`src/rtl/fetch_sequencer.sv`:
```
// Instruction fetch sequencer: drives MAR/RAM/IR/PC controls for one fetch, then hands off to execute.
// Define FETCH_SEQUENCER_TIMEOUT_EN to trap fetches whose memory read never completes.
module fetch_sequencer #(
  parameter logic [5:0]  FETCH_OP       = 6'b000000,
  parameter int unsigned TIMEOUT_CYCLES = 15,
  parameter logic [5:0]  TRAP_CODE      = 6'b000001
) (
  input  logic       Clk,
  input  logic       Clr,
  input  logic       start,
  input  logic       exec_done,
  input  logic       MFC,
  output logic       MARE,
  output logic [1:0] MAR_SEL,
  output logic       MFA,
  output logic       MOP_SEL,
  output logic [5:0] OP1,
  output logic       MDRE,
  output logic [1:0] MDR_SEL,
  output logic       IRE,
  output logic       PCE,
  output logic       nPCE,
  output logic [1:0] nPC_SEL,
  output logic       nPC_ADD,
  output logic       nPC_ADDSEL,
  output logic       exec_req,
  output logic       tQE,
  output logic [5:0] tQ_IN,
  output logic       busy,
  output logic [2:0] state
);

  typedef enum logic [2:0] {
    IDLE   = 3'd0,
    MAR_LD = 3'd1,
    MEM_RD = 3'd2,
    IR_LD  = 3'd3,
    PC_ADV = 3'd4,
    EXEC   = 3'd5,
    TRAP   = 3'd6
  } state_t;

  state_t cur_state, nxt_state;

  always_ff @(posedge Clk or negedge Clr) begin
    if (!Clr) cur_state <= IDLE;
    else      cur_state <= nxt_state;
  end

`ifdef FETCH_SEQUENCER_TIMEOUT_EN
  logic [5:0] wait_cnt;
  logic       timeout;

  // Counter reads zero on the first MEM_RD cycle because it is held clear outside MEM_RD.
  always_ff @(posedge Clk or negedge Clr) begin
    if (!Clr)                   wait_cnt <= '0;
    else if (cur_state != MEM_RD) wait_cnt <= '0;
    else if (!MFC)              wait_cnt <= wait_cnt + 6'd1;
  end

  assign timeout = (wait_cnt == 6'(TIMEOUT_CYCLES - 1));
`else
  logic [11:0] unused_cfg;
  assign unused_cfg = {6'(TIMEOUT_CYCLES), TRAP_CODE};
`endif

  always_comb begin
    nxt_state  = IDLE;
    MARE       = 1'b0;
    MAR_SEL    = 2'b00;
    MFA        = 1'b0;
    MOP_SEL    = 1'b0;
    OP1        = 6'b000000;
    MDRE       = 1'b0;
    MDR_SEL    = 2'b00;
    IRE        = 1'b0;
    PCE        = 1'b0;
    nPCE       = 1'b0;
    nPC_SEL    = 2'b00;
    nPC_ADD    = 1'b0;
    nPC_ADDSEL = 1'b0;
    exec_req   = 1'b0;
    tQE        = 1'b0;
    tQ_IN      = 6'b000000;
    busy       = 1'b1;
    case (cur_state)
      IDLE: begin
        busy      = 1'b0;
        nxt_state = start ? MAR_LD : IDLE;
      end
      MAR_LD: begin
        MAR_SEL   = 2'b01;
        MARE      = 1'b1;
        nxt_state = MEM_RD;
      end
      MEM_RD: begin
        MFA       = 1'b1;
        MOP_SEL   = 1'b1;
        OP1       = FETCH_OP;
        MDR_SEL   = 2'b00;
        MDRE      = 1'b1;
        // A completion arriving on the expiry cycle takes priority over the trap.
        if (MFC)          nxt_state = IR_LD;
`ifdef FETCH_SEQUENCER_TIMEOUT_EN
        else if (timeout) nxt_state = TRAP;
`endif
        else              nxt_state = MEM_RD;
      end
      IR_LD: begin
        IRE       = 1'b1;
        nxt_state = PC_ADV;
      end
      PC_ADV: begin
        PCE        = 1'b1;
        nPCE       = 1'b1;
        nPC_SEL    = 2'b00;
        nPC_ADD    = 1'b1;
        nPC_ADDSEL = 1'b0;
        nxt_state  = EXEC;
      end
      EXEC: begin
        exec_req = 1'b1;
        if (!exec_done) nxt_state = EXEC;
        else            nxt_state = start ? MAR_LD : IDLE;
      end
      TRAP: begin
`ifdef FETCH_SEQUENCER_TIMEOUT_EN
        tQE   = 1'b1;
        tQ_IN = TRAP_CODE;
`endif
        nxt_state = IDLE;
      end
      default: begin
        busy      = 1'b0;
        nxt_state = IDLE;
      end
    endcase
  end

  assign state = cur_state;

endmodule

```
`config.mk`:
```
export PLATFORM = sky130hd
export DESIGN_NAME = fetch_sequencer
export DESIGN_NICKNAME = d
export VERILOG_FILES = /design/src/rtl/fetch_sequencer.sv
export SDC_FILE = /design/constraint.sdc
export NUM_CORES = 1
export LEC_CHECK = 0
export ABC_AREA = 1
export ABC_CLOCK_PERIOD_IN_PS = 2000
export BUFFER_PORTS_ARGS = -buffer_cell sky130_fd_sc_hd__buf_2
export CAP_MARGIN = 5
export CORE_MARGIN = 2
export CORE_UTILIZATION = 25
export CTS_BUF_LIST = sky130_fd_sc_hd__clkbuf_16
export DETAILED_ROUTE_END_ITERATION = 12
export GPL_ROUTABILITY_DRIVEN = 0
export SLEW_MARGIN = 20
export SYNTH_ARGS = -nofsm -noshare
export SYNTH_HDL_FRONTEND = slang
export SYNTH_SLANG_ARGS = --single-unit
```
`constraint.sdc`:
```
create_clock -name Clk -period 2 [get_ports Clk]
set_input_delay 0.5 -clock Clk [delete_from_list [all_inputs] [get_ports Clk]]
set_output_delay 0.5 -clock Clk [all_outputs]
set_load 0.005 [all_outputs]
```
Word-level counts from Yosys, hierarchy flattened. Cells that the tools add are included.

Register bits after elaboration: 3. Input bits: 5. Output and inout bits: 33. Word-level logic and storage cells: 20.

Equality and inequality tests: 6. Mux-type cells: 11. Reductions and logical operators: 2.

Operators by type and width (count): one-hot mux 3 bit (6 select lines) (1); equality test 3 bit (second input constant) (3); 2-to-1 mux 1 bit (9); equality test 3 x 2 -> 1 bit (second input constant) (2); OR reduction 6 bit (1); equality test 3 x 1 -> 1 bit (second input constant) (1); logical NOT 3 bit (1); 2-to-1 mux 3 bit (1).

Depth between registers and ports, before layout. Gate-level depths: netlist of the first run.

Depth after elaboration: 3. Gate-level depth with buffers: 4. Mapped depth without buffers: 4.

Worst setup path before layout of the first run. Ideal clock, no wire load.

Path kind: register to output. Start: register cur_state[1], in the netlist state[1]. End: output nPCE. Data arrival time: 1.008 ns. Data required time: 1.500 ns. Slack: 0.492 ns. Cell stages (with the launch flop): 4. Path buffers: 2. Cells stage by stage: dfrtp_1 -> buf_4 -> nor3_1 -> buf_4.

Cells in the longest elaborated chain, start to end: 2.

Ends and longest elaborated chain: start, declared (line 43) `state_t cur_state, nxt_state;`; start signal, assigned (line 47) `else cur_state <= nxt_state;`; equality test 3 bit; 2-to-1 mux 1 bit; end, declared (line 22) `output logic nPCE,`.

Every way passes these cells.

Worst setup path after layout of the first run.
Start: register cur_state[1], in the netlist state[1]. End: output MFA.

Cells in the longest elaborated chain, start to end: 2.

Ends and longest elaborated chain: equality test 3 x 2 -> 1 bit (line 86) `case (cur_state)`; 2-to-1 mux 1 bit (line 86); end, declared (line 15) `output logic MFA,`.

Every way passes these cells.

==> results.tsv, run 1 <==
metric	value	unit
outcome	complete, no violations	
ys flop type	dfrtp_1	
fin area	437	um^2
Setup crit start kind	flop	
RSZ-0062 raised after global routing	false	
Seq/Total Area, Yosys	20.3	%
Setup Fix Bufs, Post-CTS	0	
vias in the first global route	246	
Setup CP Type	flop to primary output	
Fin Setup TNS	0	ps
final setup vio count	0	
Max-cap violations	0	
# resized after CTS	0	
remaining routing DRC violations	0	
synthesized flop and latch total	3	
Hold Crit Class	input port to asynchronous set/reset pin	
Post-Syn Area	369	um^2
initial antenna violation count	0	
Worst path slowest cell	dfrtp_1	
fmax	578	MHz
CTS Root Cell	clkbuf_16	
DPL Wire Length	518	um
Die ar.	1800	um^2
clk sinks	3	
Post-Synth Adder-Cell Area	0	%
CP max stage delay	490	ps
Cell Area, Placed	358	um^2
Layout Cells excl Fill	81	
first-pass GRT wire length	917	um
antenna cells	0	
final period utilization	86.5	%
hold buffer count at cts	0	
Worst path depth	3	
Initial Util	27.7	%
Synth Area in XOR/XNOR	0	%
DR vias/cell	3.53	
worst-skew pair later-pin latency	220	ps
Setup WS pre-CTS	501	ps
maximum VDD drop	452	uV
first-iteration detailed-routing DRC count	4	
Crit path max-delay family	flip-flops	
top cells by count, synth	buf_4 (25), nor2_1 (4)	
nets@finish	72	
CTS clock-pin slew for the worst setup and hold paths	30	ps
max FFs per register	3	
largest net degree at the start of global routing	10	
antenna viol nets, final	0	
die width	42.4	um
required time of the critical path	1500	ps
Post-Route WL	648	um
number of flops mapped to enable cells by yosys	0	
average wire per standard cell	8.00	um
simple-gate portion of the synthesized area	18.6	%
crit path cell chain	inv_1, nor3_1, buf_2	
Power Total	0.000728	W
total CTS buffers	3	
largest family of logic cells by synthesized area	buffers and inverters	
YS warnings	0	
Worst Path Buf+Inv	2	
area leader, netlist	buf_4	
final max-slew violation count	0	
Crit Path Max Fanout	9	
ys async rst share	100	%
gr ovfl total	0	
Cell Pwr Density	1670	nW/um^2
Port Buffers	18	
cells taking the most area after synthesis	buf_4 (51%), dfrtp_1 (20%), o21ai_1 (4.1%), nor2_1 (4.1%), inv_2 (3.1%)	
Placed Instances	77	
H-tree Lvls	1	
Rows	13	
area of the core	1330	um^2
Final min period	1730	ps
vias	286	
Mapped Cells	51	
R2R cell count	3	
final hold viol count	0	
drt first pass iters	4	
Final Worst Setup Slack	271	ps
Syn Area/Cell	7.24	um^2
layout cells sized above 1	39.4	%
post-synthesis compound-gate area fraction	4.07	%
Layout fillers	151	
mux share of post-synthesis cell area	0	%
clock tree buffer depth	2	
Total GRT Usage	7.22	%
leak pwr	0.280	nW
Arr. time, crit path	1230	ps
Synth-to-Final Area Change	18.3	%
Netlist cell types	13	
CP endpoint kind	primary output	
die height	42.4	um
Final Skew	1.71	ps
I/O pin count	38	
dominant cell by count in the synthesized netlist	buf_4	
CTS tree	built	
proportion of netlist area held by the largest area contributor	50.8	%
==> logic make-up after synthesis <==
| logic type | Yosys count |
|---|---|
| AO/OA/AOI/OAI | 3 |
| buffers and inverters | 30 |
| flip-flops | 3 |
| other | 1 |
| AND/OR/NAND/NOR | 14 |
==> worst paths after layout <==
path,startpoint,slack [ps],end
hold / removal,Clr,60,state[2]
max in group asynchronous,Clr,1830,state[0]
setup reg to reg,state[1],1090,state[0]
setup / recovery,state[1],270,MFA
hold reg to reg,state[2],560,state[2]
min in group Clk,MFC,550,state[0]
==> per-stage QoR <==
stage | hold WS [ps] | utilization [%]
2_1_floorplan | 204 | -
3_3_place_gp | 298 | 26.8
3_5_place_dp | 296 | 26.8
4_1_cts | 59.9 | 32.7
5_1_grt | 66.3 | 32.7
6_report | 62.3 | 32.7
==> cells in the final DEF (no fill, tap or decap) <==
| master | synthesis | routed |
|---|---|---|
| inv_2 | 3 | 3 |
| nand2_2 | 1 | 1 |
| nand4_1 | 1 | 1 |
| dfrtp_1 | 3 | 3 |
| nor2_1 | 4 | 4 |
| o21ai_1 | 3 | 3 |
| nor3_1 | 2 | 2 |
| nor3_2 | 1 | 1 |
| nand3_1 | 2 | 2 |
| inv_1 | 2 | 3 |
| clkbuf_16 | 0 | 3 |
| buf_2 | 0 | 18 |
| conb_1 | 1 | 19 |
| nand2_1 | 3 | 3 |
==> per-layer routing <==
| layer | part of all wire, % | track usage (%) |
|---|---|---|
| met5 | 0 | 0 |
| met2 | 47 | 11.1 |
| met3 | 11 | 1.72 |
| met4 | 0 | 9.38 |
| met1 | 42 | 6.94 |
==> power by group <==
group / switching, W / internal, W / total, W / leakage [nW]
Sequential: 0.0000607 / 0.0000889 / 0.000150 / 0.0375
Combinational: 0.000144 / 0.000121 / 0.000265 / 0.201
Clock: 0.0000559 / 0.000258 / 0.000314 / 0.0423
==> cell type report <==
type	instances	area [um^2]	area share (%)
Clock inverter	1	3.75	0.860
Clock buffer	3	75.1	17.2
Inverter	5	18.8	4.30
Timing Repair Buffer	18	90.1	20.6
Multi-Input combinational cell	36	155	35.5
Tap cell	15	18.8	4.30
Sequential cell	3	75.1	17.2
Power figures use the tool's default switching activity.
==> run 2: changes to the inputs <==
GPL_TIMING_DRIVEN = 0   (was not set)
==> results.tsv, run 2 (synthesized netlist as in run 1, its figures left out) <==
metric	value	unit
outcome	complete, no violations	
I/O pin count	38	
average wire per standard cell	6.93	um
nets@finish	97	
Total GRT Usage	8.53	%
Worst R2R Setup Slack	1090	ps
layout cells sized above 1	56.0	%
fmax	560	MHz
Final min period	1790	ps
antenna viol nets, final	0	
vias	354	
Crit Path Max Fanout	8	
CTS tree	built	
worst-skew pair later-pin latency	220	ps
DR vias/cell	3.34	
Post-Route WL	735	um
R2R cell count	4	
first-iteration detailed-routing DRC count	1	
initial antenna violation count	0	
maximum VDD drop	625	uV
RSZ-0062 raised after global routing	false	
Arr. time, crit path	1290	ps
first-pass GRT wire length	1150	um
H-tree Lvls	1	
vias in the first global route	302	
FF-to-FF Start	state[2]	
Synth-to-Final Area Change	69.2	%
most common cell after layout, fill and taps aside	buf_4	
Setup crit start kind	flop	
Setup WS pre-CTS	437	ps
Cell Pwr Density	1320	nW/um^2
final setup vio count	0	
leak pwr	0.415	nW
die height	42.4	um
CTS clock-pin slew for the worst setup and hold paths	30	ps
largest net degree at the start of global routing	9	
Port Buffers	18	
final hold viol count	0	
gr ovfl total	0	
required time of the critical path	1500	ps
Fin Setup TNS	0	ps
most frequent cells in the layout	buf_4 (25), conb_1 (19), buf_2 (18)	
Setup Fix Bufs, Post-CTS	0	
Initial Util	27.7	%
area of the core	1330	um^2
drt first pass iters	2	
CTS Root Cell	clkbuf_16	
clk sinks	3	
Setup CP Type	flop to primary output	
Final Worst Setup Slack	214	ps
Hold Crit Class	input port to asynchronous set/reset pin	
FF-to-FF End	state[0]	
total CTS buffers	3	
final period utilization	89.3	%
DPL Wire Length	609	um
Die ar.	1800	um^2
max FFs per register	3	
Final Skew	2.30	ps
die width	42.4	um
remaining routing DRC violations	0	
Power Total	0.000823	W
Rows	13	
final max-slew violation count	0	
Max-cap violations	0	
clock tree buffer depth	2	
CP endpoint kind	primary output	
antenna cells	0	
# resized after CTS	0	
hold buffer count at cts	0	
==> run 2: routing by layer <==
layer / GRT usage, % / up-vias / wire [um]
li1: - / 193 / -
met1: 9.49 / 140 / 282
met2: 13.5 / 21 / 369
met3: 1.72 / 0 / 83
met4: 7.50 / 0 / 0
met5: 0 / - / 0
==> run 2: final cells by class <==
| cell class | count | area [um^2] |
|---|---|---|
| flip-flops and latches | 3 | 75.1 |
| inverters | 5 | 18.8 |
| well taps | 15 | 18.8 |
| repair buffers | 18 | 90.1 |
| clock buffers | 3 | 75.1 |
| multi-input cells | 36 | 155 |
| clock inverters | 1 | 3.75 |
| plain buffers | 25 | 188 |
| fillers | 151 | 709 |
==> run 2: critical path, stage by stage, from the launching register on <==
cell and delay [ps]:
dfrtp_1 470, nor3_1 340, buf_4 160, buf_2 100
==> run 2: metrics by stage <==
stage | cells | instance area (um^2) | hold slack [ps] | util (%)
floorplan | 69 | 437 | 204 | -
global route | 106 | 624 | 63.6 | 46.8
detailed placement | 102 | 546 | 296 | 40.9
finish | 106 | 624 | 64.1 | 46.8
global placement | 102 | 546 | 295 | 40.9
CTS | 106 | 624 | 62.5 | 46.8
==> run 2: worst max-delay path by stage <==
stage               to  slack [ps]     start
2_1_floorplan     nPCE         490  state[1]
3_3_place_gp      nPCE         450  state[1]
3_5_place_dp   nPC_ADD         440  state[1]
4_1_cts        MOP_SEL         200  state[0]
5_1_grt        MOP_SEL          60  state[1]
6_report       MOP_SEL         210  state[0]
==> run 2: power breakdown <==
group	switching, W	internal [W]	total (W)
Sequential	0.0000405	0.0000890	0.000130
Clock	0.0000534	0.000258	0.000311
Combinational	0.000180	0.000202	0.000383
